===== src/rtl/mux_scan_pkg.sv =====
// Shared constants and types for the mux scan sequencer.
// Latency: none (declarations only).
// Backpressure: not applicable.
package mux_scan_pkg;

  // Select codes covered by one scan; code 3'b111 is never produced.
  localparam logic [2:0] SEL_FIRST = 3'd0;
  localparam logic [2:0] SEL_LAST  = 3'd6;

  // Sequencer states.
  typedef enum logic [0:0] {
    IDLE = 1'b0,
    STEP = 1'b1
  } state_t;

  // Next select code within a scan. Callers only use this below SEL_LAST.
  function automatic logic [2:0] next_sel(input logic [2:0] sel);
    return sel + 3'd1;
  endfunction

endpackage


===== src/rtl/rate_divider.sv =====
// Down-counter that paces select steps; tick is high while count is zero.
// Latency: tick rises TICK_DIV-1 cycles after load (same cycle for TICK_DIV=1).
// Backpressure: none; load always wins and restarts the interval.
module rate_divider #(
  parameter int TICK_DIV = 4
) (
  input  logic Clock,
  input  logic Reset,
  input  logic load,
  output logic tick
);

  localparam int CW = (TICK_DIV > 1) ? $clog2(TICK_DIV) : 1;
  localparam logic [CW-1:0] RELOAD = CW'(TICK_DIV - 1);

  logic [CW-1:0] count_q;
  logic [CW-1:0] count_d;

  // Reload on request, otherwise count down and rest at zero.
  always_comb begin
    count_d = count_q;
    if (load) begin
      count_d = RELOAD;
    end else if (count_q != '0) begin
      count_d = count_q - 1'b1;
    end
  end

  // Counter register with synchronous reset.
  always_ff @(posedge Clock) begin
    if (Reset) begin
      count_q <= '0;
    end else begin
      count_q <= count_d;
    end
  end

  assign tick = (count_q == '0);

endmodule


===== src/rtl/mux_scan_sequencer.sv =====
// Walks the 7:1 mux select 0..6, samples MuxOut per step, publishes a 7-bit word.
// Latency: 7*TICK_DIV cycles from Start accept to Done/Captured visible.
// Backpressure: Start ignored while Busy; Continuous chains scans with no gap.
module mux_scan_sequencer #(
  parameter int TICK_DIV = 4
) (
  input  logic       Clock,
  input  logic       Reset,
  input  logic       Start,
  input  logic       Continuous,
  input  logic       MuxOut,
  output logic [2:0] MuxSelect,
  output logic       Busy,
  output logic       Done,
  output logic [6:0] Captured
);

  import mux_scan_pkg::*;

  state_t     state_q, state_d;
  logic [2:0] sel_q, sel_d;
  logic [5:0] shadow_q, shadow_d;
  logic [6:0] captured_q, captured_d;
  logic       busy_q, busy_d;
  logic       done_q, done_d;
  logic       load;
  logic       tick;

  rate_divider #(
    .TICK_DIV(TICK_DIV)
  ) u_rate_divider (
    .Clock(Clock),
    .Reset(Reset),
    .load (load),
    .tick (tick)
  );

  // Scan control: accept Start when idle, sample on each tick, wrap or stop at code 6.
  always_comb begin
    state_d    = state_q;
    sel_d      = sel_q;
    shadow_d   = shadow_q;
    captured_d = captured_q;
    done_d     = 1'b0;
    load       = 1'b0;
    case (state_q)
      IDLE: begin
        sel_d = SEL_FIRST;
        if (Start) begin
          state_d = STEP;
          load    = 1'b1;
        end
      end
      STEP: begin
        if (tick) begin
          if (sel_q != SEL_LAST) begin
            shadow_d[sel_q] = MuxOut;
            sel_d           = next_sel(sel_q);
            load            = 1'b1;
          end else begin
            // Final sample goes straight into the published word.
            captured_d = {MuxOut, shadow_q};
            done_d     = 1'b1;
            sel_d      = SEL_FIRST;
            if (Continuous) begin
              load = 1'b1;
            end else begin
              state_d = IDLE;
            end
          end
        end
      end
      default: begin
        state_d = IDLE;
        sel_d   = SEL_FIRST;
      end
    endcase
    busy_d = (state_d == STEP);
  end

  // State registers; reset aborts any scan in flight and drops its partial shadow.
  always_ff @(posedge Clock) begin
    if (Reset) begin
      state_q    <= IDLE;
      sel_q      <= SEL_FIRST;
      shadow_q   <= '0;
      captured_q <= '0;
      busy_q     <= 1'b0;
      done_q     <= 1'b0;
    end else begin
      state_q    <= state_d;
      sel_q      <= sel_d;
      shadow_q   <= shadow_d;
      captured_q <= captured_d;
      busy_q     <= busy_d;
      done_q     <= done_d;
    end
  end

  assign MuxSelect = sel_q;
  assign Busy      = busy_q;
  assign Done      = done_q;
  assign Captured  = captured_q;

endmodule


===== config.mk =====
export PLATFORM = sky130hd
export DESIGN_NAME = mux_scan_sequencer
export DESIGN_NICKNAME = d
export VERILOG_FILES = /design/src/rtl/mux_scan_pkg.sv /design/src/rtl/rate_divider.sv /design/src/rtl/mux_scan_sequencer.sv
export SDC_FILE = /design/constraint.sdc
export NUM_CORES = 1
export LEC_CHECK = 0
export BUFFER_PORTS_ARGS = -buffer_cell sky130_fd_sc_hd__buf_2
export CORE_MARGIN = 5
export CORE_UTILIZATION = 50
export DETAILED_ROUTE_END_ITERATION = 7
export PLACE_DENSITY_LB_ADDON = 0.08
export SLEW_MARGIN = 20
export SYNTH_ARGS = -nofsm -noshare
export SYNTH_HDL_FRONTEND = slang
export SYNTH_SLANG_ARGS = --single-unit
export TNS_END_PERCENT = 20

===== constraint.sdc =====
create_clock -name Clock -period 3.9 [get_ports Clock]
set_input_delay 0.585 -clock Clock [delete_from_list [all_inputs] [get_ports Clock]]
set_output_delay 0.585 -clock Clock [all_outputs]
set_load 0.01 [all_outputs]

; Yosys cells after proc, flatten, opt, wreduce, memory -nomap -nowiden
; Index checks and enable logic that the tools add are counted.
[totals]
regBits = 20
input_bits = 5
output_inout_bits = 12
wordCells = 38
[classes]
addsub = 2
n_lt_le_gt_ge = 2
n_eq_ne = 2
mux = 16
n_bitwise = 3
n_reduce_logical = 7
[ops]
columns = op, n
row1 = 1-bit 2-to-1 mux, 7
row2 = 6-bit bitwise mux, 1
row3 = 3-bit 2-to-1 mux, 2
row4 = 3-bit one-hot mux with 2 select lines, 1
row5 = 3-bit AND reduction, 2
row6 = "3-bit by 4-bit less-than comparator with 1-bit output, second input constant", 1
row7 = 2-bit 2-to-1 mux, 2
row8 = 1-bit one-hot mux with 2 select lines, 2
row9 = 2-bit nonzero test, 2
row10 = "3-bit by 1-bit adder with 3-bit output, second input constant", 1
row11 = 1-bit demux with 3-bit select, 1
row12 = "3-bit by 1-bit >= comparator with 1-bit output, second input constant", 1
row13 = "3-bit inequality test, second input constant", 1
row14 = 1-bit inverter, 3
row15 = 3-bit OR reduction, 1
row16 = 2-bit logical NOT, 1
row17 = "2-bit by 1-bit inequality test with 1-bit output, second input constant", 1
row18 = "2-bit by 1-bit subtractor with 2-bit output, second input constant", 1
row19 = 1-bit logical AND, 1

; Depth between registers and ports, before layout
[logic_depth]
ltp_word = 5
ltp_mapped = 6
mapped_depth_nobuf = 5

; Modules after synthesis
; A second synthesis with hierarchy kept.
[unflattened]
cells_unflattened = 92
area_unflattened_um2 = 923.4
[by_module_without_submodules]
columns = mod, instances, cells_per_inst, area_per_inst_um2, seq_area_each_um2
row1 = mux_scan_sequencer, 1, 82, 827.0, 360.3
row2 = rate_divider, 1, 10, 96.3, 40.0

; Worst setup path after synthesis
; Ideal clock, no wire load.
[synth_timing]
path_kind = register to register
start = register u_rate_divider.count_q[0]
end = register busy_q (netlist: Busy)
setup_time_ns = 0.115
arrival_ns = 1.312
t_required_ns = 3.785
slack_ns = 2.474
path_stages_with_launch = 7
n_path_buf = 1
period_less_slack_ns = 1.426
cell_sequence = dfxtp_1 -> inv_1 -> ha_1 -> nand2_2 -> or3_1 -> buf_6 -> o21a_1
[synth_between]
elab_chain_cells = 3
[synth_rtl]
columns = element, line
row1 = from (decl), rate_divider.sv:16  ; logic [CW-1:0] count_q;
row2 = from (signal assigned), rate_divider.sv:34  ; count_q <= count_d;
row3 = 2-bit logical NOT, rate_divider.sv:38  ; assign tick = (count_q == '0);
row4 = 1-bit 2-to-1 mux, mux_scan_sequencer.sv:55  ; if (tick) begin
row5 = 1-bit one-hot mux with 2 select lines, mux_scan_sequencer.sv:46  ; case (state_q)
row6 = to (signal assigned), mux_scan_sequencer.sv:95  ; busy_q <= busy_d;
row7 = to (decl), mux_scan_sequencer.sv:24  ; logic busy_q, busy_d;
; No other way between the ends.
; A chain may end at the register's enable or synchronous reset.

; Worst setup path in the final report
; Ends and elaborated chain as after synthesis.

==> key figures <==
Die
  • Core ar.: 0.001708 sq mm
  • Initial Util: 51.94%
  • # IOs: 17
  • DIE AREA: 0.002716 sq mm
  • Die Height: 52.12 um
  • Chip Width: 52.12 um
  • Row count: 15

Clock tree
  • # H-tree levels: 1
  • Post-CTS Repair Setup Buffers: 0
  • CTS tree: built
  • CTS Hold Bufs: 0
  • CTS sink count: 20
  • Longest Clk Path Bufs: 2
  • TritonCTS Buffers: 3
  • Worst-skew pair later-pin latency: 0.30 ns
  • Clock root buffer: clkbuf_4
  • CTS resizes: 0
  • Clock transition at path regs: 0.11 ns

STA
  • Total Neg Setup Slack: 0 ns
  • Max_slew headroom: 62.57%
  • RSZ-0062 raised after global routing: no
  • Final setup viols: 0
  • Hold Vio Cnt, Final: 0
  • Worst-margin pin slew: 0.5572 ns
  • Final Critical Period: 1.825 ns
  • Fin Clk Skew: 0.003876 ns
  • Fin crit share: 46.79%
  • Max Fclk: 548.0 MHz
  • Final Max Tran Viols: 0

Synth
  • Yosys reg bits: 20
  • Syn Nets: 97
  • Top FF cell, synth: dfxtp_1
  • Number of synthesized flops with an enable pin: 0
  • Yosys warnings: 0
  • Post-Syn Area: 887.1 sq um
  • Fraction of registers with async set/reset: 0%
  • Avg Cell Area, Syn: 9.748 sq um
  • Gate count after technology mapping: 91
  • Sequential area share after synthesis: 45.13%
  • Unique masters post-synth: 29

Hold path
  • Hold Crit Class: reg2reg
  • WHS Path Cells: 2

Power
  • Pleak: 0.0004502 uW
  • Power Total: 372.2 uW
  • P per Cell Area: 371.4 mW/mm^2
  • Peak supply drop: 210.0 uV

Final layout
  • Area delta synth->final: 12.98%
  • Ant. Diodes: 0
  • Core Util, Final: 58.68%
  • Most frequent cells in the layout: dfxtp_1, buf_2, nand2b_1
  • Register area: 400.4 sq um
  • Layout cell share with drive strength beyond 1: 20.00%
  • Final-stage net count: 112
  • Commonest non-fill, non-tap cell in the layout: dfxtp_1
  • Final non-filler cell total: 130
  • Multi-input logic area: 446.7 sq um
  • FILL cells: 157

Global route
  • Pin count of the biggest net entering global routing: 20
  • First-pass GRT wire length: 2.842 mm
  • Grt ovf: 0
  • Initial antenna violation count: 0
  • Vias in the first global route: 648
  • Total track usage: 14.23%

Worst setup path
  • Flop2flop setup slack: 2.08 ns
  • Worst setup path class: reg2reg
  • Slowest stage cell on the critical path: or3_1
  • Critical Path RT: 4.11 ns
  • RR Startpoint: u_rate_divider.count_q[0]
  • CP startpoint kind: register
  • Slowest Stage Delay on Critical Path: 0.51 ns
  • Reg2Reg Depth: 5
  • Crit path launch: u_rate_divider.count_q[0]
  • Critical path arrival: 2.03 ns
  • Crit path capture type: register
  • Worst Setup EP: Busy
  • Reg-to-reg endpoint: Busy
  • Critical Path Fanout Max: 14
  • Critical Path, Cell by Cell: inv_1 > ha_1 > nand2_2 > or3_1 > o21a_1

Route
  • Vias per std cell: 5.092
  • Pre-Repair DR Iteration Count: 4
  • DRC: 0
  • Avg WL per Cell: 12.12 um
  • Final WL: 1.576 mm
  • Starting DRT DRC Count: 9
  • Via count: 662
  • ANT nets after route: 0

Place
  • Post-DP HPWL: 1.131 mm
  • RD Place Congestion: 0.7605
  • DP Cell Count: 126
  • Port Buffers: 16

Status
  • Status: completed

Run
  • MaxCap Viol Count: 0
-- metrics by stage --
step                hold WS [ns]  setup slack, ns  area [sq um]
global route              0.4986            1.924          1002
global placement          0.4593            2.141         965.9
floorplan                 0.4573            2.474         887.1
finish                    0.4783            2.075          1002
CTS                       0.4843            2.076          1002
detailed placement        0.4658            2.094         965.9
-- per-layer routing --
layer / track usage, % / wire length [um] / vias to the layer above
li1: - / - / 342
met1: 17.78 / 750 / 302
met2: 22.80 / 725 / 14
met3: 2.579 / 63 / 4
met4: 7.860 / 37 / 0
met5: 0 / 0 / -
-- worst min-delay path by stage --
stage                            from     endpoint
final                     Captured[5]  Captured[5]
after global routing      Captured[1]  Captured[1]
after CTS                 Captured[5]  Captured[5]
after detailed placement  Captured[5]  Captured[5]
after global placement    Captured[2]  Captured[2]
after floorplan           shadow_q[4]  shadow_q[4]
-- cell type report --
type	count	share of cell area, %
inverters	2	0.7491
multi-input cells	63	44.57
clock buffers	4	3.620
flip-flops and latches	20	39.95
repair buffers	16	7.990
well taps	25	3.121
-- sequential cells by signal, indices dropped and copies added (netlist names) --
register,flops
MuxSelect,3
shadow_q,6
Done,1
Busy,1
u_rate_divider.count_q,2
Captured,7
-- critical path, delay by kind of cell, from the launching register on --
family / cells / cell delay (ns)
flops: 1 / 0.35
buf+inv: 1 / 0.08
compound gates: 1 / 0.21
simple gates: 2 / 0.66
fa+ha+maj: 1 / 0.43
-- cell families after synthesis --
| kind of cell | after synthesis | synth area share, % |
|---|---|---|
| buffers and inverters | 8 | 4.514 |
| flip-flops | 20 | 45.13 |
| AND/OR/NAND/NOR | 38 | 25.39 |
| adder cells (fa/ha/maj) | 1 | 1.410 |
| multiplexers | 13 | 14.67 |
| AO/OA/AOI/OAI | 11 | 8.886 |
-- report_power, final --
part	switching (uW)	total, uW	internal (uW)	leakage [uW]
Sequential	6.08	216	209	0.000162
Clock	60.1	117	57.0	0.0000210
Combinational	22.7	39.6	16.9	0.000267
-- synthesized netlist by cell type, types with 3 or more instances --
| library cell | count | area share, % |
|---|---|---|
| nand2b_1 | 15 | 11 |
| a21oi_1 | 3 | 1.7 |
| clkbuf_1 | 3 | 1.3 |
| mux2i_1 | 13 | 15 |
| nor2_1 | 6 | 2.5 |
| dfxtp_1 | 20 | 45 |
Power figures use the tool's default switching activity.
